## src/rtl/mips_bus_pkg.sv

```systemverilog
// mips_bus_pkg: types shared by the MIPS Avalon bus masters.
//   bridge_state_t : bus-bridge FSM state encoding (IDLE, IFETCH, DREAD,
//                    DWRITE, COMMIT).
package mips_bus_pkg;

  typedef enum logic [2:0] {
    ST_IDLE   = 3'd0,
    ST_IFETCH = 3'd1,
    ST_DREAD  = 3'd2,
    ST_DWRITE = 3'd3,
    ST_COMMIT = 3'd4
  } bridge_state_t;

endpackage

```

## src/rtl/mips_ibuf.sv

```systemverilog
// mips_ibuf: direct-mapped instruction line buffer (one word per entry).
// Ports:
//   clk, reset          clock, asynchronous active-high reset
//   flush               clear every valid bit on the next edge
//   lookup_addr         fetch address; lookup_hit/lookup_data are combinational
//   fill_en/addr/data   write one entry (tag+data, set valid)
//   inv_en/inv_addr     clear the valid bit of the entry holding inv_addr
module mips_ibuf #(
  parameter int ADDR_W = 32,
  parameter int DATA_W = 32,
  parameter int DEPTH  = 4
) (
  input  logic              clk,
  input  logic              reset,
  input  logic              flush,
  input  logic [ADDR_W-1:0] lookup_addr,
  output logic              lookup_hit,
  output logic [DATA_W-1:0] lookup_data,
  input  logic              fill_en,
  input  logic [ADDR_W-1:0] fill_addr,
  input  logic [DATA_W-1:0] fill_data,
  input  logic              inv_en,
  input  logic [ADDR_W-1:0] inv_addr
);

  localparam int OFF_W = $clog2(DATA_W / 8);
  localparam int IDX_W = $clog2(DEPTH);
  // Index vectors need at least one bit even for a single-entry buffer.
  localparam int IW    = (IDX_W > 0) ? IDX_W : 1;
  localparam int TAG_W = ADDR_W - OFF_W - IDX_W;

  function automatic logic [IW-1:0] idx_of(input logic [ADDR_W-1:0] a);
    logic [ADDR_W-1:0] s;
    s = a >> OFF_W;
    return (IDX_W > 0) ? s[IW-1:0] : {IW{1'b0}};
  endfunction

  function automatic logic [TAG_W-1:0] tag_of(input logic [ADDR_W-1:0] a);
    logic [ADDR_W-1:0] s;
    s = a >> (OFF_W + IDX_W);
    return s[TAG_W-1:0];
  endfunction

  logic [DEPTH-1:0]  valid_q, valid_d;
  logic [TAG_W-1:0]  tag_q  [DEPTH];
  logic [TAG_W-1:0]  tag_d  [DEPTH];
  logic [DATA_W-1:0] data_q [DEPTH];
  logic [DATA_W-1:0] data_d [DEPTH];
  logic [IW-1:0]     lk_idx, fill_idx, inv_idx;
  logic              inv_match;

  // Combinational lookup of the entry selected by the fetch address.
  always_comb begin
    lk_idx      = idx_of(lookup_addr);
    lookup_hit  = valid_q[lk_idx] && (tag_q[lk_idx] == tag_of(lookup_addr));
    lookup_data = data_q[lk_idx];
  end

  // Next-state of the arrays; flush wins over a same-cycle fill so the
  // filled entry stays invalid.
  always_comb begin
    fill_idx  = idx_of(fill_addr);
    inv_idx   = idx_of(inv_addr);
    inv_match = inv_en && valid_q[inv_idx] && (tag_q[inv_idx] == tag_of(inv_addr));
    valid_d   = valid_q;
    tag_d     = tag_q;
    data_d    = data_q;
    if (flush) begin
      valid_d = {DEPTH{1'b0}};
    end else if (fill_en) begin
      valid_d[fill_idx] = 1'b1;
    end else if (inv_match) begin
      valid_d[inv_idx] = 1'b0;
    end else begin
      valid_d = valid_q;
    end
    if (fill_en) begin
      tag_d[fill_idx]  = tag_of(fill_addr);
      data_d[fill_idx] = fill_data;
    end else begin
      tag_d  = tag_q;
      data_d = data_q;
    end
  end

  // Array storage.
  always_ff @(posedge clk or posedge reset) begin
    if (reset) begin
      valid_q <= {DEPTH{1'b0}};
      for (int i = 0; i < DEPTH; i++) begin
        tag_q[i]  <= {TAG_W{1'b0}};
        data_q[i] <= {DATA_W{1'b0}};
      end
    end else begin
      valid_q <= valid_d;
      tag_q   <= tag_d;
      data_q  <= data_d;
    end
  end

endmodule

```

## src/rtl/mips_bus_bridge.sv

```systemverilog
// mips_bus_bridge: serialises a Harvard core's instruction fetch and data
// access onto one Avalon-MM master, freezing the core via cpu_clk_enable.
// Buffered instruction hits with no data request complete in one cycle.
// Ports:
//   clk, reset, flush            clock, async active-high reset, ibuf flush
//   cpu_*                        core side (fetch, load/store, clock enable)
//   waitrequest, readdata        Avalon slave responses
//   read, write, address,        Avalon commands (registered, zero when idle)
//   byteenable, writedata
module mips_bus_bridge
  import mips_bus_pkg::*;
#(
  parameter int ADDR_W     = 32,
  parameter int DATA_W     = 32,
  parameter int IBUF_DEPTH = 4,
  localparam int BE_W      = DATA_W / 8
) (
  input  logic              clk,
  input  logic              reset,
  input  logic              flush,
  output logic              cpu_clk_enable,
  input  logic [ADDR_W-1:0] cpu_instr_address,
  output logic [DATA_W-1:0] cpu_instr_readdata,
  input  logic              cpu_data_read,
  input  logic              cpu_data_write,
  input  logic [ADDR_W-1:0] cpu_data_address,
  input  logic [BE_W-1:0]   cpu_data_byteenable,
  input  logic [DATA_W-1:0] cpu_data_writedata,
  output logic [DATA_W-1:0] cpu_data_readdata,
  input  logic              waitrequest,
  input  logic [DATA_W-1:0] readdata,
  output logic              read,
  output logic              write,
  output logic [ADDR_W-1:0] address,
  output logic [BE_W-1:0]   byteenable,
  output logic [DATA_W-1:0] writedata
);

  bridge_state_t     state_q, state_d;
  logic              read_q, read_d, write_q, write_d;
  logic [ADDR_W-1:0] address_q, address_d;
  logic [BE_W-1:0]   byteenable_q, byteenable_d;
  logic [DATA_W-1:0] writedata_q, writedata_d;
  logic [DATA_W-1:0] instr_hold_q, instr_hold_d;
  logic [DATA_W-1:0] data_hold_q, data_hold_d;
  logic              hit;
  logic [DATA_W-1:0] hit_data;
  logic              fill_en, inv_en;

  mips_ibuf #(
    .ADDR_W(ADDR_W),
    .DATA_W(DATA_W),
    .DEPTH (IBUF_DEPTH)
  ) u_ibuf (
    .clk        (clk),
    .reset      (reset),
    .flush      (flush),
    .lookup_addr(cpu_instr_address),
    .lookup_hit (hit),
    .lookup_data(hit_data),
    .fill_en    (fill_en),
    .fill_addr  (cpu_instr_address),
    .fill_data  (readdata),
    .inv_en     (inv_en),
    .inv_addr   (cpu_data_address)
  );

  // FSM next state, hold-register updates, and the command for the next
  // cycle; commands are derived from state_d so they are registered and
  // naturally held while the slave stalls (core inputs are frozen).
  always_comb begin
    state_d      = state_q;
    instr_hold_d = instr_hold_q;
    data_hold_d  = data_hold_q;
    fill_en      = 1'b0;
    inv_en       = 1'b0;
    case (state_q)
      ST_IDLE: begin
        if (!hit) begin
          state_d = ST_IFETCH;
        end else if (cpu_data_read) begin
          state_d      = ST_DREAD;
          instr_hold_d = hit_data;
        end else if (cpu_data_write) begin
          state_d      = ST_DWRITE;
          instr_hold_d = hit_data;
        end else begin
          state_d = ST_IDLE;
        end
      end
      ST_IFETCH: begin
        if (!waitrequest) begin
          fill_en      = 1'b1;
          instr_hold_d = readdata;
          if (cpu_data_read) begin
            state_d = ST_DREAD;
          end else if (cpu_data_write) begin
            state_d = ST_DWRITE;
          end else begin
            state_d = ST_COMMIT;
          end
        end else begin
          state_d = ST_IFETCH;
        end
      end
      ST_DREAD: begin
        if (!waitrequest) begin
          data_hold_d = readdata;
          state_d     = ST_COMMIT;
        end else begin
          state_d = ST_DREAD;
        end
      end
      ST_DWRITE: begin
        if (!waitrequest) begin
          // A store over a buffered instruction makes that entry stale.
          inv_en  = 1'b1;
          state_d = ST_COMMIT;
        end else begin
          state_d = ST_DWRITE;
        end
      end
      ST_COMMIT: state_d = ST_IDLE;
      default:   state_d = ST_IDLE;
    endcase

    read_d       = 1'b0;
    write_d      = 1'b0;
    address_d    = {ADDR_W{1'b0}};
    byteenable_d = {BE_W{1'b0}};
    writedata_d  = {DATA_W{1'b0}};
    case (state_d)
      ST_IFETCH: begin
        read_d       = 1'b1;
        address_d    = cpu_instr_address;
        byteenable_d = {BE_W{1'b1}};
      end
      ST_DREAD: begin
        read_d       = 1'b1;
        address_d    = cpu_data_address;
        byteenable_d = cpu_data_byteenable;
      end
      ST_DWRITE: begin
        write_d      = 1'b1;
        address_d    = cpu_data_address;
        byteenable_d = cpu_data_byteenable;
        writedata_d  = cpu_data_writedata;
      end
      default: begin
        read_d = 1'b0;
      end
    endcase
  end

  // State, command and hold registers.
  always_ff @(posedge clk or posedge reset) begin
    if (reset) begin
      state_q      <= ST_IDLE;
      read_q       <= 1'b0;
      write_q      <= 1'b0;
      address_q    <= {ADDR_W{1'b0}};
      byteenable_q <= {BE_W{1'b0}};
      writedata_q  <= {DATA_W{1'b0}};
      instr_hold_q <= {DATA_W{1'b0}};
      data_hold_q  <= {DATA_W{1'b0}};
    end else begin
      state_q      <= state_d;
      read_q       <= read_d;
      write_q      <= write_d;
      address_q    <= address_d;
      byteenable_q <= byteenable_d;
      writedata_q  <= writedata_d;
      instr_hold_q <= instr_hold_d;
      data_hold_q  <= data_hold_d;
    end
  end

  // Core-side outputs; the IDLE hit path enables the core combinationally.
  always_comb begin
    if (state_q == ST_COMMIT) begin
      cpu_clk_enable = 1'b1;
    end else if (state_q == ST_IDLE) begin
      cpu_clk_enable = hit && !cpu_data_read && !cpu_data_write;
    end else begin
      cpu_clk_enable = 1'b0;
    end
    if (state_q == ST_IDLE) begin
      cpu_instr_readdata = hit ? hit_data : {DATA_W{1'b0}};
    end else begin
      cpu_instr_readdata = instr_hold_q;
    end
  end

  assign cpu_data_readdata = data_hold_q;
  assign read              = read_q;
  assign write             = write_q;
  assign address           = address_q;
  assign byteenable        = byteenable_q;
  assign writedata         = writedata_q;

endmodule
```

## config.mk

```make
export PLATFORM = sky130hd
export DESIGN_NAME = mips_bus_bridge
export DESIGN_NICKNAME = d
export VERILOG_FILES = /design/src/rtl/mips_bus_pkg.sv /design/src/rtl/mips_ibuf.sv /design/src/rtl/mips_bus_bridge.sv
export SDC_FILE = /design/constraint.sdc
export NUM_CORES = 1
export LEC_CHECK = 0
export CORE_ASPECT_RATIO = 0.8
export CORE_MARGIN = 4
export CORE_UTILIZATION = 55
export CTS_CLUSTER_DIAMETER = 100
export DETAILED_ROUTE_END_ITERATION = 10
export PLACE_DENSITY = 0.83
export SYNTH_ARGS = -nofsm -noshare
export SYNTH_HDL_FRONTEND = slang
export SYNTH_SLANG_ARGS = --single-unit
```

## constraint.sdc

```tcl
create_clock -name clk -period 14.7 [get_ports clk]
set_input_delay 2.94 -clock clk [delete_from_list [all_inputs] [get_ports clk]]
set_output_delay 2.94 -clock clk [all_outputs]
set_load 0.02 [all_outputs]
```

# Word level (Yosys, flattened, before mapping)
# Index checks and enable logic that the tools add are counted.
# totals
ramBits	0
regBits	381
latch_bits	0
n_memories	0
rom_bits	0
wordCells	111
# op_classes
n_eq_ne	12
div	0
n_mul	0
addsub	0
n_reduce_logical	17
n_mux	52
bitwise_logic	6
shift	0
magnitude_cmp	7
# op_table
operator	n
$mux W32	10
$mux W28	5
$bwmux W128	1
$pmux W32 S2	2
$bmux W28 S2	2
$bwmux W112	1
$bmux W32 S2	1
$demux W32 S2	1
$demux W28 S2	1
$eq A28 B28 Y1	2
$mux W3	5
$eq A3 B2 Y1 const B	4
$mux W4	3
$pmux W3 S4	1
$mux W1	11
$logic_and A1 B1 Y1	8
$pmux W4 S2	1
$eq A3 B1 Y1 const B	2
$ge A3 B3 Y1 const B	2
$lt A2 B3 Y1 const B	2
$mux W2	3
$not A2 Y3	2
$and A4 B4 Y4	1
$bmux W1 S2	2
16 further kinds	21

# Logic depth before layout (Yosys ltp)
# depth
ltp_word	11
ltp_mapped	16
ltp_nobuf	9

# Hierarchy
# Synthesis repeated with hierarchy kept, for this count alone.
# hier_totals
hier_cells	1219
area_unflattened_um2	17454.2
# by_module_without_submodules
mod	n_inst	seq_area_each_um2	cells_per_inst	area_each_um2
mips_ibuf	1	6105.9	758	12004.0
mips_bus_bridge	1	3428.3	461	5450.2

# Worst setup path after synthesis
# No wires, ideal clock.
# synth_timing
path_kind	in2out
startpoint	input port cpu_instr_address[3]
endpoint	output port cpu_clk_enable
path_slack_ps	6432
stages	9
t_arrival_ps	5328
path_buffers	2
required_ps	11760
cell_sequence	buf_6 mux4_1 xnor2_1 nand4_1 or4_1 and4b_1 buf_6 a21oi_1 nor3_1
# synth_via
elab_chain_cells	10
word_cells_on_any_way	12
# synth_lines
element	line_no	source
start, declared	mips_bus_bridge.sv:22	input logic [ADDR_W-1:0] cpu_instr_address,
$not A2 Y3 (implied by the code)	mips_ibuf.sv:55	lookup_hit = valid_q[lk_idx] && (tag_q[lk_idx] == tag_of(lookup_addr));
$bmux W28 S2	mips_ibuf.sv:55	
$mux W28 (implied by the code) (2 in series)	mips_ibuf.sv:55	
$eq A28 B28 Y1	mips_ibuf.sv:55	
$logic_and A1 B1 Y1 *	mips_ibuf.sv:55	
$logic_and A1 B1 Y1 * (2 in series)	mips_bus_bridge.sv:183	cpu_clk_enable = hit && !cpu_data_read && !cpu_data_write;
$mux W1 *	mips_bus_bridge.sv:182	end else if (state_q == ST_IDLE) begin
$mux W1 *	mips_bus_bridge.sv:180	if (state_q == ST_COMMIT) begin
end, declared	mips_bus_bridge.sv:21	output logic cpu_clk_enable,
# Mark *: on every way between the ends. The rest lies on a longest branch, timed or not. The select of a mux whose other input is x is not followed.

# Worst setup path in the final report
# Ends and elaborated chain as after synthesis.

==> results <==
- The total power is 4.691 mW.
- Once the clock tree was built, the setup fixing pass inserted 0 buffers.
- The worst path needs 10.74 ns of the cycle, external delays included.
- Counting flops and latches in the post-synthesis netlist gives 381.
- The final routed wire length divided by cell count is 22.95 µm.
- Buffers inserted during clock tree synthesis total 39.
- The level count of the clock H-tree is 2.
- A synthesized cell averages 13.63 µm².
- The synthesized area is 0.01819 mm².
- Along the worst path, the maximum fanout reaches 43.
- The final layout net count is 1,704.
- For the final database, setup skew stands at 0.01943 ns.
- The count of cells resized by post-cts repair is 0.
- The number of buffers and inverters on the critical path is 3.
- The last weighted congestion value of the routability-driven placer is 0.8787.
- The worst-case IR drop observed on VDD is 0.1385 mV.
- The routed layout has 12,279 vias.
- The maximum clock frequency is 93.10 MHz.
- Of the synthesized area, sequential elements account for 0.5242.
- Max-cap violations in this run came to 0.
- The area growth from synthesis to final layout is 22.29%.
- After floorplanning, the core was divided into 59 placement rows.
- The kind of critical path is input pin to primary output.
- The cell family contributing the most delay on the critical path is simple AND/OR/NAND/NOR gates.
- The total track usage is 0.2562.
- After clock tree synthesis, the clock-pin slew on the worst setup and hold paths is 0.06 ns.
- The final layout contains routed wiring with a total length of 46,310 µm.
- The die boundary height is 170.7 µm.
- The setup violation total in the final timing report is 0.
- The number of remaining DRC errors is 0.
- The detail-routed via count per cell is 6.085.
- In this run the standard cell core region covers 0.03256 mm².
- Measured along the x axis, the die boundary spans 211.3 µm.
- For the worst setup path, the data required time is 11.76 ns.
- The startpoint class of the critical path is an input pin.
- The final-report hold violation count was 0.
- On the final layout, the worst hold slack is 0.4977 ns.
- The power density of the placed cells is 210.9 mW/mm².
- The length of the first detailed-routing pass in iterations is 6.
- The die covers 0.03606 mm².
- The clock drives 381 sinks.
- For the pin with the worst max-slew slack, the measured transition is 1.255 ns.
- The worst slew margin relative to its limit is 0.1631.
- The max-slew violation total from the final report was 0.
- Setup repair after global routing left no endpoint under its margin.
- The run finished with clean final reports.
- The maximum number of pins on one net before global-route repair is 182.
- The clock tree root buffer cell is sky130_fd_sc_hd__clkbuf_16.
- The fraction of met1 tracks used by global routing is 0.3699.
- The leakage power is 9.670 nW.
- Synthesis produced a netlist with a net count of 1,472.
- Global routing finished with a remaining overflow of 0.
- The quantity of I/O buffers inserted on ports is 272.
- The CTS tree is yes.
- The longest clock path from root to sink contains 3 buffers.
- The initial core utilization is 0.5587.
- At the worst endpoint, the arrival time is 7.80 ns.
- The first-iteration detailed-routing DRC count is 1,123.
- In this design, the critical path's most frequently occurring cell is sky130_fd_sc_hd__buf_4.
- The number of distinct library cells after synthesis is 56.
- The first-pass GRT wire length is 73,140 µm.
- The busiest layer in global routing is met2.
- The slowest cell on the critical path is sky130_fd_sc_hd__and4b_2.
- Traced cell by cell, the critical path runs through buf_4 -> buf_4 -> mux4_1 -> xnor2_1 -> nand4_1 -> or4_1 -> and4b_2 -> a21oi_1 -> nor3_1 -> clkdlybuf4s50_1.
- The number of antenna violations at the first check in global routing is 3.
- After clock tree synthesis, the flow added hold-fix buffers numbering 0.
- In the final timing run, aggregate negative setup slack is 0 ns.
- Counting every instance in the synthesized netlist gives 1,334.
- The tightest min-delay check is of the flop to flop type.
- The number of nets still failing antenna checks after routing is 0.
- Among all flip-flop cells after synthesis, the most frequent one is sky130_fd_sc_hd__dfrtp_1.
- 273 I/O pins were placed.
- In the global route stage, met2 resource usage came out at 0.3940.
- The share of async-settable or async-resettable flops after synthesis is 1.000.
- The largest stage delay on the critical path is 0.95 ns.
- The kind of capture point of the worst setup path is a primary output.
- Of the cells placed in the final design, the portion with a size suffix greater than 1 is 0.2868.
- The global routing met3 resource utilization is 0.06269.
- Of the available clock period, the critical path in the final layout requires 0.7307.
- The wire-length estimate of the detail-placed layout is 29,890 µm.
- The via count of the first global-routing pass is 12,911.
- The Yosys warning count is 0.
- The clock reaches the later pin of the worst-skew pair after 0.54 ns.
- The number of synthesized flops with an enable pin is 0.
-- per-layer routing --
metal | routed length [µm] | vias up
met3 | 3784 | 77
met4 | 1144 | 4
met2 | 21140 | 533
met1 | 20210 | 6343
li1 | - | 5322
met5 | 32 | -
-- placed cells by master (no fill, tap or decap), drive strengths merged, types with 10 or more instances in the layout --
master	count
dfrtp	381
mux2	300
clkdlybuf4s50	268
nand2	187
mux4	80
clkbuf	57
xnor2	43
nand3	39
a22o	33
nor3b	32
mux2i	22
nor2	18
buf	17
nand4	16
inv	12
o21ai	10
nor3	10
-- synthesized netlist by cell type, types with 11 or more instances --
| cell type | count | area [µm²] |
|---|---|---|
| sky130_fd_sc_hd__clkbuf_1 | 49 | 183.9 |
| sky130_fd_sc_hd__a22o_1 | 32 | 280.3 |
| sky130_fd_sc_hd__nand4_1 | 16 | 100.1 |
| sky130_fd_sc_hd__nor3b_1 | 32 | 240.2 |
| sky130_fd_sc_hd__dfrtp_1 | 381 | 9534 |
| sky130_fd_sc_hd__nor2_1 | 18 | 67.56 |
| sky130_fd_sc_hd__xnor2_1 | 43 | 376.6 |
| sky130_fd_sc_hd__mux2_4 | 31 | 465.5 |
| sky130_fd_sc_hd__buf_2 | 16 | 80.08 |
| sky130_fd_sc_hd__nand3_1 | 39 | 195.2 |
| sky130_fd_sc_hd__buf_6 | 11 | 123.9 |
| sky130_fd_sc_hd__nand2_1 | 187 | 701.9 |
| sky130_fd_sc_hd__mux2i_1 | 22 | 220.2 |
| sky130_fd_sc_hd__mux4_2 | 70 | 1577 |
| sky130_fd_sc_hd__buf_1 | 11 | 41.29 |
| sky130_fd_sc_hd__mux2_2 | 269 | 3029 |
-- logic make-up after synthesis --
| kind of cell | synth area share |
|---|---|
| compound gates | 0.03275 |
| simple gates | 0.08496 |
| flops | 0.5242 |
| mux | 0.3054 |
| buf+inv | 0.03109 |
| xor+xnor | 0.02167 |
-- worst register-to-register path: cells and delay by family (launching register included) --
kind / cells / cell delay, ns
AOI/OAI and AO/OA: 1 / 1.10
xor gates and xnor gates: 1 / 0.28
DFF: 1 / 0.39
and+or+nand+nor: 4 / 1.95
muxes: 1 / 0.51
-- state kept, by name (all words and copies together), names as in the netlist, 3 cells and up --
name,cells
instr_hold_q,32
cpu_data_readdata,32
state_q,3
u_ibuf.tag_q,112
u_ibuf.data_q,128
address,32
byteenable,4
u_ibuf.valid_q,4
writedata,32
-- final cells by class --
class	instances	area, µm²
clock buffer	57	1114
antenna	1	2.502
tap	427	534.3
inverter	9	41.29
fill	2248	10310
sequential	381	9534
timing repair buffer	285	2818
clock inverter	8	55.05
multi-input combinational	850	8144
-- path summary, 6_finish.rpt --
path	start	to	slack [ns]	cells after the start
max	cpu_instr_address[3]	cpu_clk_enable	3.96	10
min in group asynchronous	reset	writedata[3]	3.00	2
min reg2reg	u_ibuf.data_q[53]	u_ibuf.data_q[53]	0.50	1
min	u_ibuf.data_q[53]	u_ibuf.data_q[53]	0.50	1
max in group asynchronous	reset	u_ibuf.data_q[85]	10.19	3
max reg2reg	u_ibuf.tag_q[80]	writedata[31]	10.28	7
-- report_power, final --
group	internal, mW	switching (mW)
clock network	0.525	0.403
logic	1.03	0.916
registers	1.53	0.283
total	3.09	1.60
-- through the flow --
step	cell area (µm²)	cells	worst slack [ns]	util
after floorplan	18190	1334	1.174	-
after global placement	21070	1952	4.225	0.6473
after detailed placement	21070	1952	4.002	0.6473
after CTS	22240	2017	3.990	0.6832
after global routing	22240	2018	3.821	0.6832
final	22240	2018	3.959	0.6832
(Power assumes the default switching activity.)
